--- config.mk ---
export PLATFORM = sky130hd
export DESIGN_NAME = pixel_spike_encoder_flat
export DESIGN_NICKNAME = d
export VERILOG_FILES = /design/src/rtl/snn_pkg.sv /design/src/rtl/pixel_spike_encoder_if.sv /design/src/rtl/spike_rate_cell.sv /design/src/rtl/pixel_spike_encoder.sv /design/src/flat_wrapper.sv
export SDC_FILE = /design/constraint.sdc
export NUM_CORES = 1
export LEC_CHECK = 0
export CAP_MARGIN = 25
export CORE_MARGIN = 2
export CORE_UTILIZATION = 35
export CTS_CLUSTER_SIZE = 24
export DETAILED_ROUTE_END_ITERATION = 8
export GPL_TIMING_DRIVEN = 0
export PLACE_DENSITY = 0.5
export SYNTH_ARGS = -nofsm -noshare
export SYNTH_HDL_FRONTEND = slang
export SYNTH_HIERARCHICAL = 1
export SYNTH_SLANG_ARGS = --single-unit
--- constraint.sdc ---
create_clock -name clk -period 5.71 [get_ports clk]
set_input_delay 0.571 -clock clk [delete_from_list [all_inputs] [get_ports clk]]
set_output_delay 0.571 -clock clk [all_outputs]
set_load 0.005 [all_outputs]
--- src/rtl/snn_pkg.sv ---
// rtl/snn_pkg.sv - shared constants and encoder state type for the spiking front end
package snn_pkg;

    localparam int NPIX = 25;
    localparam int IW   = 8;
    localparam int AW   = 5;

    typedef enum logic [2:0] {
        IDLE,
        CLEAR,
        WAIT,
        FIRE,
        DONE
    } enc_state_t;

endpackage

--- src/rtl/pixel_spike_encoder_if.sv ---
// rtl/pixel_spike_encoder_if.sv - host-side write/start bus and pixel/pulse outputs of the encoder
interface pixel_spike_encoder_if;
    import snn_pkg::*;

    logic            wr_en;
    logic [AW-1:0]   wr_addr;
    logic [IW-1:0]   wr_data;
    logic            start;
    logic [7:0]      num_steps;
    logic [NPIX-1:0] pexel;
    logic            pulse;
    logic            l1_clear;
    logic            busy;
    logic            done;

    modport master (
        output wr_en, wr_addr, wr_data, start, num_steps,
        input  pexel, pulse, l1_clear, busy, done
    );

    modport slave (
        input  wr_en, wr_addr, wr_data, start, num_steps,
        output pexel, pulse, l1_clear, busy, done
    );

endinterface

--- src/rtl/spike_rate_cell.sv ---
// rtl/spike_rate_cell.sv - one pixel: intensity register plus carry accumulator
// The spike bit is the carry out of acc + intensity, so it holds between fires.
module spike_rate_cell
    import snn_pkg::*;
(
    input  logic          clk,
    input  logic          reset,
    input  logic          wr,
    input  logic [IW-1:0] wr_data,
    input  logic          clr,
    input  logic          fire,
    output logic          spike
);

    logic [IW-1:0] intensity;
    logic [IW-1:0] acc;

    always_ff @(posedge clk or negedge reset) begin
        if (!reset) begin
            intensity <= '0;
            acc       <= '0;
            spike     <= 1'b0;
        end else begin
            if (wr) begin
                intensity <= wr_data;
            end
            if (clr) begin
                acc   <= '0;
                spike <= 1'b0;
            end else if (fire) begin
                {spike, acc} <= {1'b0, acc} + {1'b0, intensity};
            end
        end
    end

endmodule

--- src/rtl/pixel_spike_encoder.sv ---
// rtl/pixel_spike_encoder.sv - rate-coding encoder: run FSM, timestep pacing, pixel write decode
module pixel_spike_encoder
    import snn_pkg::*;
#(
    parameter int STEP_CYCLES = 16
) (
    input  logic                  clk,
    input  logic                  reset,
    pixel_spike_encoder_if.slave  bus
);

    localparam int CW = (STEP_CYCLES > 2) ? $clog2(STEP_CYCLES) : 1;
    localparam logic [CW-1:0] RELOAD = CW'(STEP_CYCLES - 2);

    enc_state_t      state;
    logic [CW-1:0]   cyc_cnt;
    logic [7:0]      step_cnt;
    logic [7:0]      steps_lat;
    logic            pulse_r;
    logic            l1_clear_r;
    logic            busy_r;
    logic            done_r;
    logic            wr_ok;
    logic            clr;
    logic            fire;
    logic [NPIX-1:0] pexel_w;

    assign wr_ok = bus.wr_en && !busy_r && (bus.wr_addr < AW'(NPIX));
    // Cells update on the edge that enters CLEAR/FIRE so pexel lines up with l1_clear/pulse.
    assign clr   = (state == IDLE) && bus.start;
    assign fire  = (state == WAIT) && (cyc_cnt == '0);

    for (genvar i = 0; i < NPIX; i++) begin : g_cell
        spike_rate_cell u_cell (
            .clk     (clk),
            .reset   (reset),
            .wr      (wr_ok && (bus.wr_addr == AW'(i))),
            .wr_data (bus.wr_data),
            .clr     (clr),
            .fire    (fire),
            .spike   (pexel_w[i])
        );
    end

    always_ff @(posedge clk or negedge reset) begin
        if (!reset) begin
            state      <= IDLE;
            cyc_cnt    <= '0;
            step_cnt   <= '0;
            steps_lat  <= '0;
            pulse_r    <= 1'b0;
            l1_clear_r <= 1'b0;
            busy_r     <= 1'b0;
            done_r     <= 1'b0;
        end else begin
            pulse_r    <= 1'b0;
            l1_clear_r <= 1'b0;
            done_r     <= 1'b0;
            case (state)
                IDLE: begin
                    if (bus.start) begin
                        state      <= CLEAR;
                        steps_lat  <= bus.num_steps;
                        l1_clear_r <= 1'b1;
                        busy_r     <= 1'b1;
                    end
                end
                CLEAR: begin
                    step_cnt <= '0;
                    // CLEAR itself counts as the first cycle of the first timestep.
                    cyc_cnt  <= RELOAD;
                    if (steps_lat == 8'd0) begin
                        state  <= DONE;
                        done_r <= 1'b1;
                        busy_r <= 1'b0;
                    end else begin
                        state <= WAIT;
                    end
                end
                WAIT: begin
                    if (cyc_cnt == '0) begin
                        state   <= FIRE;
                        pulse_r <= 1'b1;
                    end else begin
                        cyc_cnt <= cyc_cnt - CW'(1);
                    end
                end
                FIRE: begin
                    step_cnt <= step_cnt + 8'd1;
                    cyc_cnt  <= RELOAD;
                    if ((step_cnt + 8'd1) == steps_lat) begin
                        state  <= DONE;
                        done_r <= 1'b1;
                        busy_r <= 1'b0;
                    end else begin
                        state <= WAIT;
                    end
                end
                DONE: begin
                    state <= IDLE;
                end
                default: begin
                    state  <= IDLE;
                    busy_r <= 1'b0;
                end
            endcase
        end
    end

    assign bus.pexel    = pexel_w;
    assign bus.pulse    = pulse_r;
    assign bus.l1_clear = l1_clear_r;
    assign bus.busy     = busy_r;
    assign bus.done     = done_r;

endmodule
--- src/flat_wrapper.sv ---
// flat-port wrapper written by rule: the top's interface ports become plain ports
module pixel_spike_encoder_flat import snn_pkg::*;
#(
    parameter int STEP_CYCLES = 16
)
  (clk, reset, bus_wr_en, bus_wr_addr, bus_wr_data, bus_start, bus_num_steps, bus_pexel, bus_pulse, bus_l1_clear, bus_busy, bus_done);
  pixel_spike_encoder_if bus_i ();
  input  logic clk;
  input  logic reset;
  input wire logic [$bits(bus_i.wr_en)-1:0] bus_wr_en;
  input wire logic [$bits(bus_i.wr_addr)-1:0] bus_wr_addr;
  input wire logic [$bits(bus_i.wr_data)-1:0] bus_wr_data;
  input wire logic [$bits(bus_i.start)-1:0] bus_start;
  input wire logic [$bits(bus_i.num_steps)-1:0] bus_num_steps;
  output wire logic [$bits(bus_i.pexel)-1:0] bus_pexel;
  output wire logic [$bits(bus_i.pulse)-1:0] bus_pulse;
  output wire logic [$bits(bus_i.l1_clear)-1:0] bus_l1_clear;
  output wire logic [$bits(bus_i.busy)-1:0] bus_busy;
  output wire logic [$bits(bus_i.done)-1:0] bus_done;
  assign bus_i.wr_en = bus_wr_en;
  assign bus_i.wr_addr = bus_wr_addr;
  assign bus_i.wr_data = bus_wr_data;
  assign bus_i.start = bus_start;
  assign bus_i.num_steps = bus_num_steps;
  assign bus_pexel = bus_i.pexel;
  assign bus_pulse = bus_i.pulse;
  assign bus_l1_clear = bus_i.l1_clear;
  assign bus_busy = bus_i.busy;
  assign bus_done = bus_i.done;
  pixel_spike_encoder #(.STEP_CYCLES(STEP_CYCLES)) u_core (.clk(clk), .reset(reset), .bus(bus_i));
endmodule
== Yosys cells after proc, flatten, opt, wreduce, memory -nomap -nowiden ==
Cells that the tools add are included.

* Word-level logic and storage cells: 308
* Flip-flop bits (word level): 452
* Output and inout port bits: 29
* Bits of input ports: 25

* Order comparisons: 1
* Reduce and logical (&&, ||, !) cells: 43
* Bitwise operators: 1
* Eq/ne operators: 34
* Muxes and demuxes: 119
* $add $sub $neg: 27

{| class="wikitable"
|+ Operators with widths
! operator !! number
|-
| 2-to-1 mux 8 bit || 50
|-
| adder 8 x 8 -> 9 bit || 25
|-
| 2-to-1 mux 1 bit || 59
|-
| == test 5 bit (second input constant) || 9
|-
| == test 5 x 4 -> 1 bit (second input constant) || 8
|-
| logical AND 1 bit || 29
|-
| == test 5 x 3 -> 1 bit (second input constant) || 4
|-
| case mux 8 bit (2 select lines) || 1
|-
| 2-to-1 mux 3 bit || 4
|-
| case mux 3 bit (4 select lines) || 1
|-
| == test 5 x 2 -> 1 bit (second input constant) || 2
|-
| adder 8 x 1 -> 8 bit (second input constant) || 1
|-
| == test 8 bit || 1
|-
| logical NOT 8 bit || 1
|-
| case mux 4 bit (2 select lines) || 1
|-
| == test 3 x 2 -> 1 bit (second input constant) || 2
|-
| inequality test 2 bit (second input constant) || 3
|-
| AND reduction 2 bit || 3
|-
| nonzero test 2 bit || 3
|-
| == test 5 x 1 -> 1 bit (second input constant) || 1
|-
| logical NOT 5 bit || 1
|-
| < comparator 5 bit (second input constant) || 1
|-
| logical NOT 4 bit || 1
|-
| 2-to-1 mux 4 bit || 1
|-
| other kinds (11) || 13
|}

== Logic depth before layout (Yosys ltp) ==
* Depth after elaboration: 4
* Depth in mapped cells: 8
* Depth with buffers taken out: 8

== Cells and area by module ==
The synthesis kept the hierarchy.

{| class="wikitable"
|+ Modules (own cells, without submodules)
! module !! seq. area each (µm²) !! cells each !! area each (µm²) !! instances
|-
| spike_rate_cell at u_core.g_cell[0].u_cell ... || 425.4 || 90 || 1002.2 || 18
|-
| spike_rate_cell at u_core.g_cell[3].u_cell ... || 425.4 || 90 || 1001.0 || 7
|-
| pixel_spike_encoder || 675.6 || 186 || 1635.3 || 1
|}

== Worst setup path before layout ==
Ideal clock, no wire load.

* Path type: register to register
* Start point: register u_core.state[0]
* End point: register u_core.g_cell[3].u_cell.acc[5]
* Stages on the path, launching flop included: 7
* Clock period less this slack: 6.301 ns
* Data arrival time: 6.173 ns
* Setup time: 0.129 ns
* Slack: -0.591 ns
* Data required time: 5.581 ns
* Buffers on the path: 1
* Path through: dfrtp_1 -> nor2b_1 -> and2_1 -> nor2b_1 -> buf_2 -> a211oi_1 -> mux2_1

* Longest elaborated chain between the ends: 3
* Elaborated cells on any way between the ends: 6
* Classes of those cells: 1 x eq/ne; 1 x mux; 4 x reduce/logical

{| class="wikitable"
|+ Ends and longest elaborated chain
! what !! RTL line !! text
|-
| from (decl) || pixel_spike_encoder.sv:15 || <nowiki>enc_state_t state;</nowiki>
|-
| from (signal assigned) || pixel_spike_encoder.sv:47 || <nowiki>state <= IDLE;</nowiki>
|-
| from (signal assigned) || pixel_spike_encoder.sv:62 || <nowiki>state <= CLEAR;</nowiki>
|-
| from (signal assigned) || pixel_spike_encoder.sv:73 || <nowiki>state <= DONE;</nowiki>
|-
| == test 3 x 2 -> 1 bit || pixel_spike_encoder.sv:31 || <nowiki>assign fire = (state == WAIT) && (cyc_cnt == '0);</nowiki>
|-
| logical AND 1 bit || pixel_spike_encoder.sv:31 ||
|-
| named net u_core.fire || pixel_spike_encoder.sv:25 || <nowiki>logic fire;</nowiki>
|-
| nonzero test 2 bit (no source line) || -- ||
|-
| to (signal assigned) || spike_rate_cell.sv:31 || <nowiki>{spike, acc} <= {1'b0, acc} + {1'b0, intensity};</nowiki>
|-
| to (decl) || spike_rate_cell.sv:16 || <nowiki>logic [IW-1:0] acc;</nowiki>
|}

The timed path passes the listed nets, and every way through them passes these cells.
A chain may end at the register's enable or synchronous reset.

== Final worst setup path ==
* Start point: input port bus_wr_en
* End point: register u_core.g_cell[12].u_cell.intensity[1]

* Longest elaborated chain between the ends: 3

{| class="wikitable"
|+ Ends and longest elaborated chain
! what !! RTL line !! text
|-
| from (decl) || flat_wrapper.sv:10 || <nowiki>input wire logic [$bits(bus_i.wr_en)-1:0] bus_wr_en;</nowiki>
|-
| logical AND 1 bit (2 in a row) || pixel_spike_encoder.sv:28 || <nowiki>assign wr_ok = bus.wr_en && !busy_r && (bus.wr_addr < AW'(NPIX));</nowiki>
|-
| logical AND 1 bit || pixel_spike_encoder.sv:37 || <nowiki>.wr (wr_ok && (bus.wr_addr == AW'(i))),</nowiki>
|-
| to (signal assigned) || spike_rate_cell.sv:25 || <nowiki>intensity <= wr_data;</nowiki>
|-
| to (decl) || spike_rate_cell.sv:15 || <nowiki>logic [IW-1:0] intensity;</nowiki>
|}

No other way between the ends.

==> flow_summary.json <==
{
  "syn_nets": 2689,
  "slowest_delay_ns": 0.70,
  "power_uw": 10240,
  "irDropWorstVdd_mv": 0.2139,
  "grt_overflow": 0,
  "synth_ff_type": "dfrtp_1",
  "status": "complete, no violations",
  "clk_path_buf_depth": 3,
  "place_area_um2": 28790,
  "utilization": 0.4059,
  "post-dp-hpwl_um": 42610,
  "clkTransAtPathRegs_ns": 0.06,
  "hold_viol": 0,
  "cap_viol_max_count": 0,
  "finalSetupViolations": 0,
  "vias": 18870,
  "cts.sinks": 452,
  "drcViolationCount": 0,
  "synth_edf_count": 0,
  "yosysWarnings": 6,
  "syn_to_final_growth_pct": 15.16,
  "fmax_mhz": 373.2,
  "syn_inst": 2436,
  "io-pin-count": 54,
  "path_cells": "clkdlybuf4s50_1 -> nor3b_1 -> nand2_1 -> nor2_1 -> buf_2 -> mux2_2",
  "powerDensity_nw_per_um2": 333.3,
  "wl_per_cell_um": 17.58,
  "start_util": 0.3525,
  "ctsHtreeMaxLevel": 2,
  "ys_ff_latch": 452,
  "firstDrtPassIters": 7,
  "hold_depth": 2,
  "worstMarginPinSlew_ns": 0.8553,
  "grt_first_pass_wirelength_um": 104100,
  "worstHoldStart": "bus_wr_data[2]",
  "reg2reg_slack_ns": 3.08,
  "worst_setup_path_end_kind": "register",
  "grt_max_degree": 117,
  "portBuffers": 53,
  "vias_per_cell": 5.259,
  "antenna_left": 0,
  "reg2reg_depth": 5,
  "insertion_delay_ns": 0.61,
  "totalWireLength_um": 63080,
  "first_global_vias": 19390,
  "path_buf_inv": 2,
  "gp_congestion": 0.8228,
  "reg2reg_from": "u_core/bus.busy$_DFFE_PN0P_",
  "fin_crit_sh": 0.4693,
  "netlist_area_um2": 26680,
  "cts_tree": "built",
  "cp_max_fo": 8,
  "start_kind": "primary input",
  "p_leak_uw": 0.01374,
  "die_h_um": 280.1,
  "cp.arrival_ns": 3.17,
  "core_area_um2": 75700,
  "grt_use_total": 0.1634,
  "synthArstFlopShare": 1.000,
  "crit_family": "simple AND/OR/NAND/NOR gates",
  "antenna_found_initial": 0,
  "finalCriticalPeriod_ns": 2.680,
  "rsz0062_at_grt": "false",
  "fp-row-count": 101,
  "nNetsFinal": 2818,
  "slowest_stage": "nor3b_1",
  "fin_area_um2": 30730,
  "die_x_um": 280.1,
  "drt_iter0_markers": 1031,
  "worstHoldPathType": "primary input to register",
  "synth.distinct_cells": 55,
  "drive_gt1_frac": 0.2220,
  "synth.avg_cell_area_um2": 10.95,
  "final-max-slew-violation-count": 0,
  "finClkSkew_ns": 0.02445,
  "tns_ns": 0,
  "critPathRequiredTime_ns": 6.20,
  "cts_setup_buffers": 0,
  "max_slew_margin": 0.4286,
  "min_to": "u_core/g_cell[20].u_cell/intensity[2]$_DFFE_PN0P_",
  "cts_root_buf": "clkbuf_16",
  "die_area_um2": 78460,
  "rr_endpoint": "u_core/g_cell[12].u_cell/intensity[1]$_DFFE_PN0P_",
  "yosysSeqAreaShare": 0.4239,
  "setup.worst_path.class": "primary input to register",
  "numCtsBuffers": 56
}
## worst max-delay path by stage
stage                                                                   end  cells after the start                         from  slack, ns
after floorplan                  u_core/g_cell[3].u_cell/acc[5]$_DFFE_PN0P_                      6  u_core/state[0]$_DFFE_PN0P_       1.41
after global placement          u_core/g_cell[20].u_cell/acc[2]$_DFFE_PN0P_                      1                        reset     -17.26
after detailed placement  u_core/g_cell[12].u_cell/intensity[7]$_DFFE_PN0P_                      6                    bus_wr_en       2.36
after CTS                  u_core/g_cell[1].u_cell/intensity[7]$_DFFE_PN0P_                      6                    bus_wr_en       3.01
after global routing       u_core/g_cell[6].u_cell/intensity[5]$_DFFE_PN0P_                      6                    bus_wr_en       2.89
final                     u_core/g_cell[12].u_cell/intensity[1]$_DFFE_PN0P_                      6                    bus_wr_en       3.03
## metal layers
layer / routed length (µm) / GRT usage / vias up
met5: 0 / 0 / -
met4: 1532 / 0.04936 / 0
met3: 1862 / 0.02182 / 88
met2: 29230 / 0.2704 / 221
met1: 30450 / 0.2222 / 9295
li1: - / - / 9265
## area by class of cell
class | count | area (µm²)
fill | 7213 | 44970
buffer | 78 | 360.3
clock buffer | 75 | 1594
antenna | 2 | 5.005
tap | 978 | 1224
inverter | 30 | 112.6
timing repair buffer | 71 | 883.3
clock inverter | 26 | 330.3
multi-input combinational | 1876 | 14910
sequential | 452 | 11310
## where the power goes
group	internal (µW)	total (µW)	switching, µW
clock	2270	3700	1430
sequential	3720	4080	362
combinational	1110	2470	1360
total	7090	10200	3150
## through the flow
| step | hold slack [ns] | std cells | worst slack, ns |
|---|---|---|---|
| after global placement | 0.4700 | 3467 | -17.26 |
| after floorplan | 0.2754 | 2436 | 1.411 |
| final | 0.4461 | 3588 | 3.030 |
| after detailed placement | 0.4751 | 3484 | 2.362 |
| after CTS | 0.3981 | 3586 | 3.011 |
| after global routing | 0.4170 | 3586 | 2.888 |
## sequential cells by signal (all words and copies together), names as in the netlist, 3 cells and up
name                            cells
u_core/cyc_cnt                      4
u_core/g_cell.u_cell/acc          200
u_core/g_cell.u_cell/intensity    200
u_core/g_cell.u_cell/spike         25
u_core/state                        3
u_core/step_cnt                     8
u_core/steps_lat                    8
## cells in the final DEF (no fill, tap or decap), types with 52 or more instances in the layout
cell type,instances
mux2_2,208
mux2i_1,52
o21ai_1,93
o21ai_0,88
ha_1,203
a211oi_1,100
xnor2_1,77
clkbuf_16,57
nand2_1,199
a21oi_1,104
buf_2,58
nor2_1,162
nand2b_1,80
nor3_1,53
dfrtp_1,452
## cell usage after synthesis, types with 2 or more instances
| master | instances | area share |
|---|---|---|
| dfrtp_1 | 452 | 0.42 |
| mux2_2 | 208 | 0.088 |
| ha_1 | 203 | 0.095 |
| nand2_1 | 199 | 0.028 |
| nor2_1 | 162 | 0.023 |
| a21oi_1 | 104 | 0.020 |
| a211oi_1 | 100 | 0.028 |
| o21ai_1 | 93 | 0.017 |
| o21ai_0 | 88 | 0.017 |
| nand2b_1 | 80 | 0.019 |
| xnor2_1 | 77 | 0.025 |
| nor3_1 | 53 | 0.0099 |
| mux2i_1 | 52 | 0.020 |
| buf_2 | 50 | 0.0094 |
| xor2_1 | 32 | 0.011 |
| inv_1 | 30 | 0.0042 |
| nand3_1 | 30 | 0.0056 |
| o31ai_1 | 28 | 0.0079 |
| clkbuf_1 | 27 | 0.0038 |
| a21boi_0 | 26 | 0.0073 |
| a21o_1 | 26 | 0.0073 |
| nand3_2 | 26 | 0.0098 |
| o2111ai_1 | 26 | 0.0085 |
| a211oi_2 | 25 | 0.012 |
| a21oi_2 | 25 | 0.0082 |
| a31oi_2 | 25 | 0.012 |
| fa_1 | 25 | 0.019 |
| mux2_1 | 25 | 0.011 |
| nor2_2 | 25 | 0.0059 |
| o31ai_2 | 25 | 0.012 |
| o41ai_2 | 25 | 0.015 |
| o21a_2 | 18 | 0.0059 |
| o21a_1 | 7 | 0.0020 |
| and3_1 | 5 | 0.0012 |
| nor2b_1 | 5 | 0.0012 |
| nand4_1 | 3 | 0.00070 |
| or2_2 | 3 | 0.00070 |
| a2bb2oi_1 | 2 | 0.00066 |
| nand3b_1 | 2 | 0.00056 |
| nor4_1 | 2 | 0.00047 |
| o21bai_1 | 2 | 0.00056 |
| o22ai_1 | 2 | 0.00047 |
## timing repair
item,in CTS,in global routing
resized for setup,0,0
endpoints found under the hold margin,35,0
hold buffers,1,0
## cell families after synthesis
| group | after synthesis | synth area share |
|---|---|---|
| AND/OR/NAND/NOR | 599 | 0.1066 |
| XOR/XNOR | 109 | 0.03578 |
| buffers and inverters | 108 | 0.01768 |
| multiplexers | 285 | 0.1178 |
| adder cells (fa/ha/maj) | 228 | 0.1140 |
| AO/OA/AOI/OAI | 655 | 0.1842 |
| flip-flops | 452 | 0.4239 |
## worst register-to-register path: stages (launching register included)
cell	delay (ns)
dfrtp_1	0.39
nor3b_1	0.71
nand2_1	0.35
nor2_1	0.38
buf_2	0.33
mux2_2	0.37
Note: power is estimated with default switching activity, not from simulation.
